[config.mk]
export PLATFORM = sky130hd
export DESIGN_NAME = sc_framebuffer_scan_flat
export DESIGN_NICKNAME = d
export VERILOG_FILES = /design/src/rtl/sc_framebuffer_scan_pkg.sv /design/src/rtl/sc_framebuffer_scan_if.sv /design/src/rtl/sc_framebuf_bank.sv /design/src/rtl/sc_framebuffer_scan.sv /design/src/flat_wrapper.sv
export SDC_FILE = /design/constraint.sdc
export NUM_CORES = 1
export LEC_CHECK = 0
export CORE_ASPECT_RATIO = 0.6
export CORE_MARGIN = 8
export CORE_UTILIZATION = 45
export DETAILED_ROUTE_END_ITERATION = 8
export GPL_ROUTABILITY_DRIVEN = 0
export PLACE_DENSITY = 0.71
export SYNTH_ARGS = -nofsm -noshare
export SYNTH_HDL_FRONTEND = slang
export SYNTH_SLANG_ARGS = --single-unit
[constraint.sdc]
create_clock -name SC_FRAMEBUF_CLOCK_50 -period 2.4 [get_ports SC_FRAMEBUF_CLOCK_50]
set_input_delay 0.6 -clock SC_FRAMEBUF_CLOCK_50 [delete_from_list [all_inputs] [get_ports SC_FRAMEBUF_CLOCK_50]]
set_output_delay 0.6 -clock SC_FRAMEBUF_CLOCK_50 [all_outputs]
set_load 0.03 [all_outputs]
[src/rtl/sc_framebuffer_scan_pkg.sv]
// sc_framebuffer_scan_pkg: shared FSM state, matrix geometry and the row-to-column
// transpose used by MAX7219 display blocks.
package sc_framebuffer_scan_pkg;

    localparam int MATRIX_ROWS = 8;
    localparam int MATRIX_COLS = 8;

    typedef enum logic [1:0] {ST_IDLE, ST_CLEAR, ST_SWAP_PEND} state_t;

    typedef logic [MATRIX_COLS-1:0] row_t;

    // Column col of an 8x8 image as a byte; row j lands on bit (7-j), col 0 is the leftmost pixel.
    function automatic row_t transpose_col(
        input logic [MATRIX_ROWS-1:0][MATRIX_COLS-1:0] rows,
        input logic [2:0] col
    );
        row_t col_byte;
        col_byte = '0;
        for (int j = 0; j < MATRIX_ROWS; j++)
            col_byte[MATRIX_COLS-1-j] = rows[j][~col];
        return col_byte;
    endfunction

endpackage

[src/rtl/sc_framebuffer_scan_if.sv]
// sc_framebuffer_scan_if: write/control/read bus between game logic, matrix driver and the frame buffer.
interface sc_framebuffer_scan_if #(
    parameter int NUM_MATRICES = 1,
    parameter int MIDX_W       = 3
) ();

    logic                      SC_FRAMEBUF_WrEn_InHigh;
    logic [MIDX_W-1:0]         SC_FRAMEBUF_WrMatrix_InBus;
    logic [2:0]                SC_FRAMEBUF_WrRow_InBus;
    logic [7:0]                SC_FRAMEBUF_WrData_InBus;
    logic                      SC_FRAMEBUF_Clear_InHigh;
    logic                      SC_FRAMEBUF_Swap_InHigh;
    logic                      SC_FRAMEBUF_FrameSync_InHigh;
    logic [2:0]                SC_FRAMEBUF_RdAddr_InBus;
    logic [8*NUM_MATRICES-1:0] SC_FRAMEBUF_RdData_OutBus;
    logic                      SC_FRAMEBUF_Busy_Out;
    logic                      SC_FRAMEBUF_SwapDone_Out;
    logic                      SC_FRAMEBUF_FrontBank_Out;

    modport master (
        output SC_FRAMEBUF_WrEn_InHigh, SC_FRAMEBUF_WrMatrix_InBus, SC_FRAMEBUF_WrRow_InBus,
               SC_FRAMEBUF_WrData_InBus, SC_FRAMEBUF_Clear_InHigh, SC_FRAMEBUF_Swap_InHigh,
               SC_FRAMEBUF_FrameSync_InHigh, SC_FRAMEBUF_RdAddr_InBus,
        input  SC_FRAMEBUF_RdData_OutBus, SC_FRAMEBUF_Busy_Out, SC_FRAMEBUF_SwapDone_Out,
               SC_FRAMEBUF_FrontBank_Out
    );

    modport slave (
        input  SC_FRAMEBUF_WrEn_InHigh, SC_FRAMEBUF_WrMatrix_InBus, SC_FRAMEBUF_WrRow_InBus,
               SC_FRAMEBUF_WrData_InBus, SC_FRAMEBUF_Clear_InHigh, SC_FRAMEBUF_Swap_InHigh,
               SC_FRAMEBUF_FrameSync_InHigh, SC_FRAMEBUF_RdAddr_InBus,
        output SC_FRAMEBUF_RdData_OutBus, SC_FRAMEBUF_Busy_Out, SC_FRAMEBUF_SwapDone_Out,
               SC_FRAMEBUF_FrontBank_Out
    );

endinterface

[src/rtl/sc_framebuf_bank.sv]
// sc_framebuf_bank: one pixel bank of NUM_MATRICES 8x8 images with a row write port,
// a synchronous all-matrix row clear and a flat view of every row.
module sc_framebuf_bank
    import sc_framebuffer_scan_pkg::*;
#(
    parameter int NUM_MATRICES = 1,
    parameter int MIDX_W       = 3
) (
    input  logic              i_clk,
    input  logic              i_rst_n,
    input  logic              i_we,
    input  logic [MIDX_W-1:0] i_wr_matrix,
    input  logic [2:0]        i_wr_row,
    input  row_t              i_wr_data,
    input  logic              i_clr,
    input  logic [2:0]        i_clr_row,
    output logic [NUM_MATRICES-1:0][MATRIX_ROWS-1:0][MATRIX_COLS-1:0] o_rows
);

    logic [NUM_MATRICES-1:0][MATRIX_ROWS-1:0][MATRIX_COLS-1:0] r_mem;

    always_ff @(posedge i_clk or negedge i_rst_n) begin
        if (!i_rst_n) begin
            r_mem <= '0;
        end else begin
            for (int m = 0; m < NUM_MATRICES; m++) begin
                if (i_clr)
                    r_mem[m][i_clr_row] <= '0;
                else if (i_we && 32'(i_wr_matrix) == m)
                    r_mem[m][i_wr_row] <= i_wr_data;
            end
        end
    end

    assign o_rows = r_mem;

endmodule

[src/rtl/sc_framebuffer_scan.sv]
// sc_framebuffer_scan: double-buffered MAX7219 frame buffer; game logic fills the back bank,
// the driver reads the front bank, and swaps happen immediately or at the driver frame boundary.
module sc_framebuffer_scan
    import sc_framebuffer_scan_pkg::*;
#(
    parameter int NUM_MATRICES = 1,
    parameter int TRANSPOSE    = 1,
    parameter int SYNC_SWAP    = 1,
    parameter int MIDX_W       = 3
) (
    input  logic SC_FRAMEBUF_CLOCK_50,
    input  logic SC_FRAMEBUF_RESET_InLow,
    sc_framebuffer_scan_if.slave bus
);

    typedef logic [NUM_MATRICES-1:0][MATRIX_ROWS-1:0][MATRIX_COLS-1:0] bank_t;

    state_t                    r_state, w_state_nxt;
    logic [2:0]                r_cnt;
    logic                      r_swap_req, r_front, r_swap_done;
    logic [8*NUM_MATRICES-1:0] r_rd, w_rd;
    logic                      w_swap, w_wr, w_req, w_req_set, w_last;
    bank_t                     w_rows [2];
    bank_t                     w_front;

    assign w_req  = r_swap_req || bus.SC_FRAMEBUF_Swap_InHigh;
    assign w_last = r_cnt == 3'd7;

    always_comb begin
        w_state_nxt = r_state;
        w_swap      = 1'b0;
        w_req_set   = 1'b0;
        w_wr        = 1'b0;
        case (r_state)
            ST_IDLE: begin
                w_wr        = !bus.SC_FRAMEBUF_Clear_InHigh;
                w_req_set   = bus.SC_FRAMEBUF_Clear_InHigh && bus.SC_FRAMEBUF_Swap_InHigh;
                w_swap      = !bus.SC_FRAMEBUF_Clear_InHigh && bus.SC_FRAMEBUF_Swap_InHigh && SYNC_SWAP == 0;
                w_state_nxt = bus.SC_FRAMEBUF_Clear_InHigh ? ST_CLEAR :
                              (bus.SC_FRAMEBUF_Swap_InHigh && SYNC_SWAP != 0) ? ST_SWAP_PEND : ST_IDLE;
            end
            ST_CLEAR: begin
                w_req_set   = bus.SC_FRAMEBUF_Swap_InHigh;
                w_swap      = w_last && w_req && SYNC_SWAP == 0;
                w_state_nxt = !w_last ? ST_CLEAR : (w_req && SYNC_SWAP != 0) ? ST_SWAP_PEND : ST_IDLE;
            end
            ST_SWAP_PEND: begin
                w_wr        = 1'b1;
                w_swap      = bus.SC_FRAMEBUF_FrameSync_InHigh;
                w_state_nxt = bus.SC_FRAMEBUF_FrameSync_InHigh ? ST_IDLE : ST_SWAP_PEND;
            end
            default: w_state_nxt = ST_IDLE;
        endcase
        w_wr = w_wr && bus.SC_FRAMEBUF_WrEn_InHigh && 32'(bus.SC_FRAMEBUF_WrMatrix_InBus) < NUM_MATRICES;
    end

    always_ff @(posedge SC_FRAMEBUF_CLOCK_50 or negedge SC_FRAMEBUF_RESET_InLow) begin
        if (!SC_FRAMEBUF_RESET_InLow) begin
            r_state     <= ST_IDLE;
            r_cnt       <= 3'd0;
            r_swap_req  <= 1'b0;
            r_front     <= 1'b0;
            r_swap_done <= 1'b0;
            r_rd        <= '0;
        end else begin
            r_state     <= w_state_nxt;
            r_cnt       <= (r_state == ST_CLEAR) ? r_cnt + 3'd1 : 3'd0;
            r_swap_req  <= !w_swap && (r_swap_req || w_req_set);
            r_front     <= r_front ^ w_swap;
            r_swap_done <= w_swap;
            r_rd        <= w_rd;
        end
    end

    // Bank b is the back bank whenever the front index points at the other one.
    for (genvar b = 0; b < 2; b++) begin : g_bank
        sc_framebuf_bank #(
            .NUM_MATRICES(NUM_MATRICES),
            .MIDX_W      (MIDX_W)
        ) u_bank (
            .i_clk      (SC_FRAMEBUF_CLOCK_50),
            .i_rst_n    (SC_FRAMEBUF_RESET_InLow),
            .i_we       (w_wr && (r_front == (b == 0))),
            .i_wr_matrix(bus.SC_FRAMEBUF_WrMatrix_InBus),
            .i_wr_row   (bus.SC_FRAMEBUF_WrRow_InBus),
            .i_wr_data  (bus.SC_FRAMEBUF_WrData_InBus),
            .i_clr      (r_state == ST_CLEAR && (r_front == (b == 0))),
            .i_clr_row  (r_cnt),
            .o_rows     (w_rows[b])
        );
    end

    assign w_front = r_front ? w_rows[1] : w_rows[0];

    always_comb begin
        w_rd = '0;
        for (int k = 0; k < NUM_MATRICES; k++)
            w_rd[8*k +: 8] = TRANSPOSE != 0 ? transpose_col(w_front[k], bus.SC_FRAMEBUF_RdAddr_InBus)
                                            : w_front[k][bus.SC_FRAMEBUF_RdAddr_InBus];
    end

    assign bus.SC_FRAMEBUF_RdData_OutBus = r_rd;
    assign bus.SC_FRAMEBUF_Busy_Out      = r_state != ST_IDLE;
    assign bus.SC_FRAMEBUF_SwapDone_Out  = r_swap_done;
    assign bus.SC_FRAMEBUF_FrontBank_Out = r_front;

endmodule

[src/flat_wrapper.sv]
// flat-port wrapper written by rule: the top's interface ports become plain ports
module sc_framebuffer_scan_flat import sc_framebuffer_scan_pkg::*;
#(
    parameter int NUM_MATRICES = 1,
    parameter int TRANSPOSE    = 1,
    parameter int SYNC_SWAP    = 1,
    parameter int MIDX_W       = 3
)
  (SC_FRAMEBUF_CLOCK_50, SC_FRAMEBUF_RESET_InLow, bus_SC_FRAMEBUF_WrEn_InHigh, bus_SC_FRAMEBUF_WrMatrix_InBus, bus_SC_FRAMEBUF_WrRow_InBus, bus_SC_FRAMEBUF_WrData_InBus, bus_SC_FRAMEBUF_Clear_InHigh, bus_SC_FRAMEBUF_Swap_InHigh, bus_SC_FRAMEBUF_FrameSync_InHigh, bus_SC_FRAMEBUF_RdAddr_InBus, bus_SC_FRAMEBUF_RdData_OutBus, bus_SC_FRAMEBUF_Busy_Out, bus_SC_FRAMEBUF_SwapDone_Out, bus_SC_FRAMEBUF_FrontBank_Out);
  sc_framebuffer_scan_if #(.NUM_MATRICES(NUM_MATRICES), .MIDX_W(MIDX_W)) bus_i ();
  input  logic SC_FRAMEBUF_CLOCK_50;
  input  logic SC_FRAMEBUF_RESET_InLow;
  input wire logic [$bits(bus_i.SC_FRAMEBUF_WrEn_InHigh)-1:0] bus_SC_FRAMEBUF_WrEn_InHigh;
  input wire logic [$bits(bus_i.SC_FRAMEBUF_WrMatrix_InBus)-1:0] bus_SC_FRAMEBUF_WrMatrix_InBus;
  input wire logic [$bits(bus_i.SC_FRAMEBUF_WrRow_InBus)-1:0] bus_SC_FRAMEBUF_WrRow_InBus;
  input wire logic [$bits(bus_i.SC_FRAMEBUF_WrData_InBus)-1:0] bus_SC_FRAMEBUF_WrData_InBus;
  input wire logic [$bits(bus_i.SC_FRAMEBUF_Clear_InHigh)-1:0] bus_SC_FRAMEBUF_Clear_InHigh;
  input wire logic [$bits(bus_i.SC_FRAMEBUF_Swap_InHigh)-1:0] bus_SC_FRAMEBUF_Swap_InHigh;
  input wire logic [$bits(bus_i.SC_FRAMEBUF_FrameSync_InHigh)-1:0] bus_SC_FRAMEBUF_FrameSync_InHigh;
  input wire logic [$bits(bus_i.SC_FRAMEBUF_RdAddr_InBus)-1:0] bus_SC_FRAMEBUF_RdAddr_InBus;
  output wire logic [$bits(bus_i.SC_FRAMEBUF_RdData_OutBus)-1:0] bus_SC_FRAMEBUF_RdData_OutBus;
  output wire logic [$bits(bus_i.SC_FRAMEBUF_Busy_Out)-1:0] bus_SC_FRAMEBUF_Busy_Out;
  output wire logic [$bits(bus_i.SC_FRAMEBUF_SwapDone_Out)-1:0] bus_SC_FRAMEBUF_SwapDone_Out;
  output wire logic [$bits(bus_i.SC_FRAMEBUF_FrontBank_Out)-1:0] bus_SC_FRAMEBUF_FrontBank_Out;
  assign bus_i.SC_FRAMEBUF_WrEn_InHigh = bus_SC_FRAMEBUF_WrEn_InHigh;
  assign bus_i.SC_FRAMEBUF_WrMatrix_InBus = bus_SC_FRAMEBUF_WrMatrix_InBus;
  assign bus_i.SC_FRAMEBUF_WrRow_InBus = bus_SC_FRAMEBUF_WrRow_InBus;
  assign bus_i.SC_FRAMEBUF_WrData_InBus = bus_SC_FRAMEBUF_WrData_InBus;
  assign bus_i.SC_FRAMEBUF_Clear_InHigh = bus_SC_FRAMEBUF_Clear_InHigh;
  assign bus_i.SC_FRAMEBUF_Swap_InHigh = bus_SC_FRAMEBUF_Swap_InHigh;
  assign bus_i.SC_FRAMEBUF_FrameSync_InHigh = bus_SC_FRAMEBUF_FrameSync_InHigh;
  assign bus_i.SC_FRAMEBUF_RdAddr_InBus = bus_SC_FRAMEBUF_RdAddr_InBus;
  assign bus_SC_FRAMEBUF_RdData_OutBus = bus_i.SC_FRAMEBUF_RdData_OutBus;
  assign bus_SC_FRAMEBUF_Busy_Out = bus_i.SC_FRAMEBUF_Busy_Out;
  assign bus_SC_FRAMEBUF_SwapDone_Out = bus_i.SC_FRAMEBUF_SwapDone_Out;
  assign bus_SC_FRAMEBUF_FrontBank_Out = bus_i.SC_FRAMEBUF_FrontBank_Out;
  sc_framebuffer_scan #(.NUM_MATRICES(NUM_MATRICES), .TRANSPOSE(TRANSPOSE), .SYNC_SWAP(SYNC_SWAP), .MIDX_W(MIDX_W)) u_core (.SC_FRAMEBUF_CLOCK_50(SC_FRAMEBUF_CLOCK_50), .SC_FRAMEBUF_RESET_InLow(SC_FRAMEBUF_RESET_InLow), .bus(bus_i));
endmodule
==> out/metrics.cfg <==
[power]
peakVddDrop_mv=0.589
power_density_nw_per_um2=1010
p_leak_nw=3.71

[final_layout]
finalNonFillerCells=784
seq_area_um2=3600
n_antenna_cell=0
multi_input_area_um2=2870
layout-drive-gt1-share_pct=19.8
fillers=1152
nets=598
fin_area_um2=8080
area_growth_pct=20.8

[worst_setup_path]
crit_path_end_kind=register
critPathRequiredTime_ns=2.70
worstPathMaxFanout=9
critPathKind=input port to register
critPathArrivalTime_ns=2.60
r2r_cells=4
critPathLaunchType=input port

[timing]
fin_crit_ns=2.31
drv_slew=0
finalCritPeriodShare_pct=96.1
setup_tns_ns=0
finalHoldViolations=0
skew_ns=0.00926
max-slew-margin-rel_pct=21.1
grt_setup_unrepaired=no
setup_slack_ns=0.0941
fmax_mhz=434
tightest_slew_ns=1.18
setup_viol=0

[run_status]
status=finished clean

[cts]
clk_path_buf_depth=2
path_clk_slew_ns=0.07
worstSkewPairLatency_ns=0.42
cts_tree=done
cts-hold-fix-buffers=0
cts_buffers=17
cts-root-buf=clkbuf_16
clock_sinks=144
post_cts_buffers=0
htree_levels=4

[floorplanning]
die_w_um=173
pin_count=34
fp-row-count=34
core_um2=14500
die_h_um=110
dieArea_um2=19100
start_util_pct=46.1

[detailed_routing]
drt_iter0_drc=551
dr.pass1.iters=5
vias=4970
via_per_inst=6.34
postRouteAntennaNets=0
drc=0
wl_per_cell_um=23.8
drt_wl_total_mm=18.7

[synthesis]
yosys.area.top_type=dfrtp_1
synth.most_common_cell=dfrtp_1
ys.warnings.count=0
synth-seq-area-share_pct=53.9
synth_cell_types=50
syn_inst=517
postSynthAreaPerCell_um2=12.9
ys_top_cells_by_area=dfrtp_1 (54%), mux4_2 (11%), o2bb2ai_1 (8.4%)
synth_nets=542
synth_ff_type=dfrtp_1
synth.top_cells.by_count=dfrtp_1 (144), o2bb2ai_1 (64), nand2_1 (54), a2bb2o_1 (32), mux4_2 (32)
syn-cell-area_um2=6690
synth-seq-cells=144
synth_edf_count=0
yosysTopAreaCellShare_pct=53.9
async_flop_share_pct=100

[placement]
hpwl_mm=12.7
dp_slack_ns=-0.306
dp.cells=752
placed_cell_area_um2=7430
port_buffers=33

[global_route]
grt_overflow=0
grt_pass1_vias=4950
grt_max_degree=73
grt_pass1_wl_mm=29.6
grt_use_total_pct=19.9
antenna_found_initial=1

[worst_hold_path]
hold_path.class=input port to async pin

[flow_run]
drv_cap=0

==> sequential cells by signal, summed over array words and instances (netlist names) <==
| signal | cells |
|---|---|
| u_core.bus.SC_FRAMEBUF_RdData_OutBus | 8 |
| u_core.r_state | 2 |
| u_core.bus.SC_FRAMEBUF_FrontBank_Out | 1 |
| u_core.g_bank.u_bank.o_rows | 128 |
| u_core.r_cnt | 3 |
| u_core.bus.SC_FRAMEBUF_SwapDone_Out | 1 |
| u_core.r_swap_req | 1 |
==> routing by layer <==
layer | GRT usage (%) | routed length [um] | vias to the layer above
met5 | 0 | 0 | -
met4 | 5.49 | 213 | 0
met3 | 5.99 | 1840 | 28
met2 | 27.5 | 8060 | 264
met1 | 29.4 | 8550 | 2568
li1 | - | - | 2110
==> worst paths after layout <==
kind	startpoint	end	slack (ns)
max reg2reg	u_core.r_state[1]$_DFF_PN0_	u_core.g_bank[1].u_bank.o_rows[14]$_DFFE_PN0P_	0.24
min reg2reg	u_core.g_bank[1].u_bank.o_rows[59]$_DFFE_PN0P_	u_core.g_bank[1].u_bank.o_rows[59]$_DFFE_PN0P_	0.48
min in group SC_FRAMEBUF_CLOCK_50	u_core.g_bank[1].u_bank.o_rows[59]$_DFFE_PN0P_	u_core.g_bank[1].u_bank.o_rows[59]$_DFFE_PN0P_	0.48
max	bus_SC_FRAMEBUF_WrEn_InHigh	u_core.g_bank[1].u_bank.o_rows[28]$_DFFE_PN0P_	0.09
min	SC_FRAMEBUF_RESET_InLow	u_core.bus.SC_FRAMEBUF_RdData_OutBus[3]$_DFF_PN0_	0.10
max in group asynchronous	SC_FRAMEBUF_RESET_InLow	u_core.g_bank[0].u_bank.o_rows[1]$_DFFE_PN0P_	1.56
==> metrics by stage <==
step | utilization (%) | power [W] | hold WS [ns]
detailed placement | 51.2 | 0.00524 | 0.469
floorplan | - | 0.00441 | 0.304
global route | 55.7 | 0.00847 | 0.121
global placement | 51.2 | 0.00515 | 0.467
finish | 55.7 | 0.00813 | 0.102
CTS | 55.7 | 0.00812 | 0.108
==> cells by family (layout without fill, tap and decap cells) <==
group           count (synthesis)  count (layout)  synth area share [%]
xor+xnor                        1               1                 0.131
buf+inv                        46             115                  3.18
mux                            55              55                  14.2
flops                         144             144                  53.9
compound gates                148             148                  18.2
fa+ha+maj                       2               2                 0.374
simple gates                  121             121                  9.97
==> layout by cell type (no fill, tap or decap), types with 2 or more instances in the layout <==
master and n:
clkdlybuf4s50_1 29, nand2b_1 2, clkbuf_8 3, buf_12 3, nor4_4 2, o21ai_0 18, a2bb2o_1 32, and3_1 4
mux4_2 32, inv_1 8, nand3b_1 4, a32oi_1 2, a21oi_1 4, o21bai_1 2, bufinv_16 4, clkinv_4 5
a22oi_1 16, o2bb2ai_1 64, nor2_1 12, or3b_1 2, nor2b_1 6, and2_1 5, nand2_1 54, a31oi_1 4
dfrtp_1 143, nor3_1 3, nor4_1 2, buf_4 40, mux2i_1 23, nand3_1 11, ha_1 2, clkbuf_16 17
==> report_power, final <==
part	switching, W	leakage [nW]	internal (W)
clock	0.00105	0.318	0.00184
combinational	0.00128	1.47	0.000830
sequential	0.000303	1.93	0.00284
total	0.00263	3.71	0.00550
==> critical path, stage by stage <==
cell and delay, ns:
clkdlybuf4s50_1 0.44, or3b_1 0.34, buf_4 0.20, nor4b_4 0.34
a31oi_1 0.32, a2bb2o_1 0.36
==> repair_timing <==
item	4_1_cts	5_1_grt
resized for setup	1	0
setup endpoints to repair	1	0
endpoints found under the hold margin	0	0
==> final cells by class <==
type,count,area share [%]
Tap cell,198,3.07
Multi-Input combinational cell,327,35.5
Inverter,8,0.372
Clock inverter,11,2.20
Clock buffer,21,5.82
Timing Repair Buffer,75,8.37
Sequential cell,144,44.6
Power figures use the tool's default switching activity.
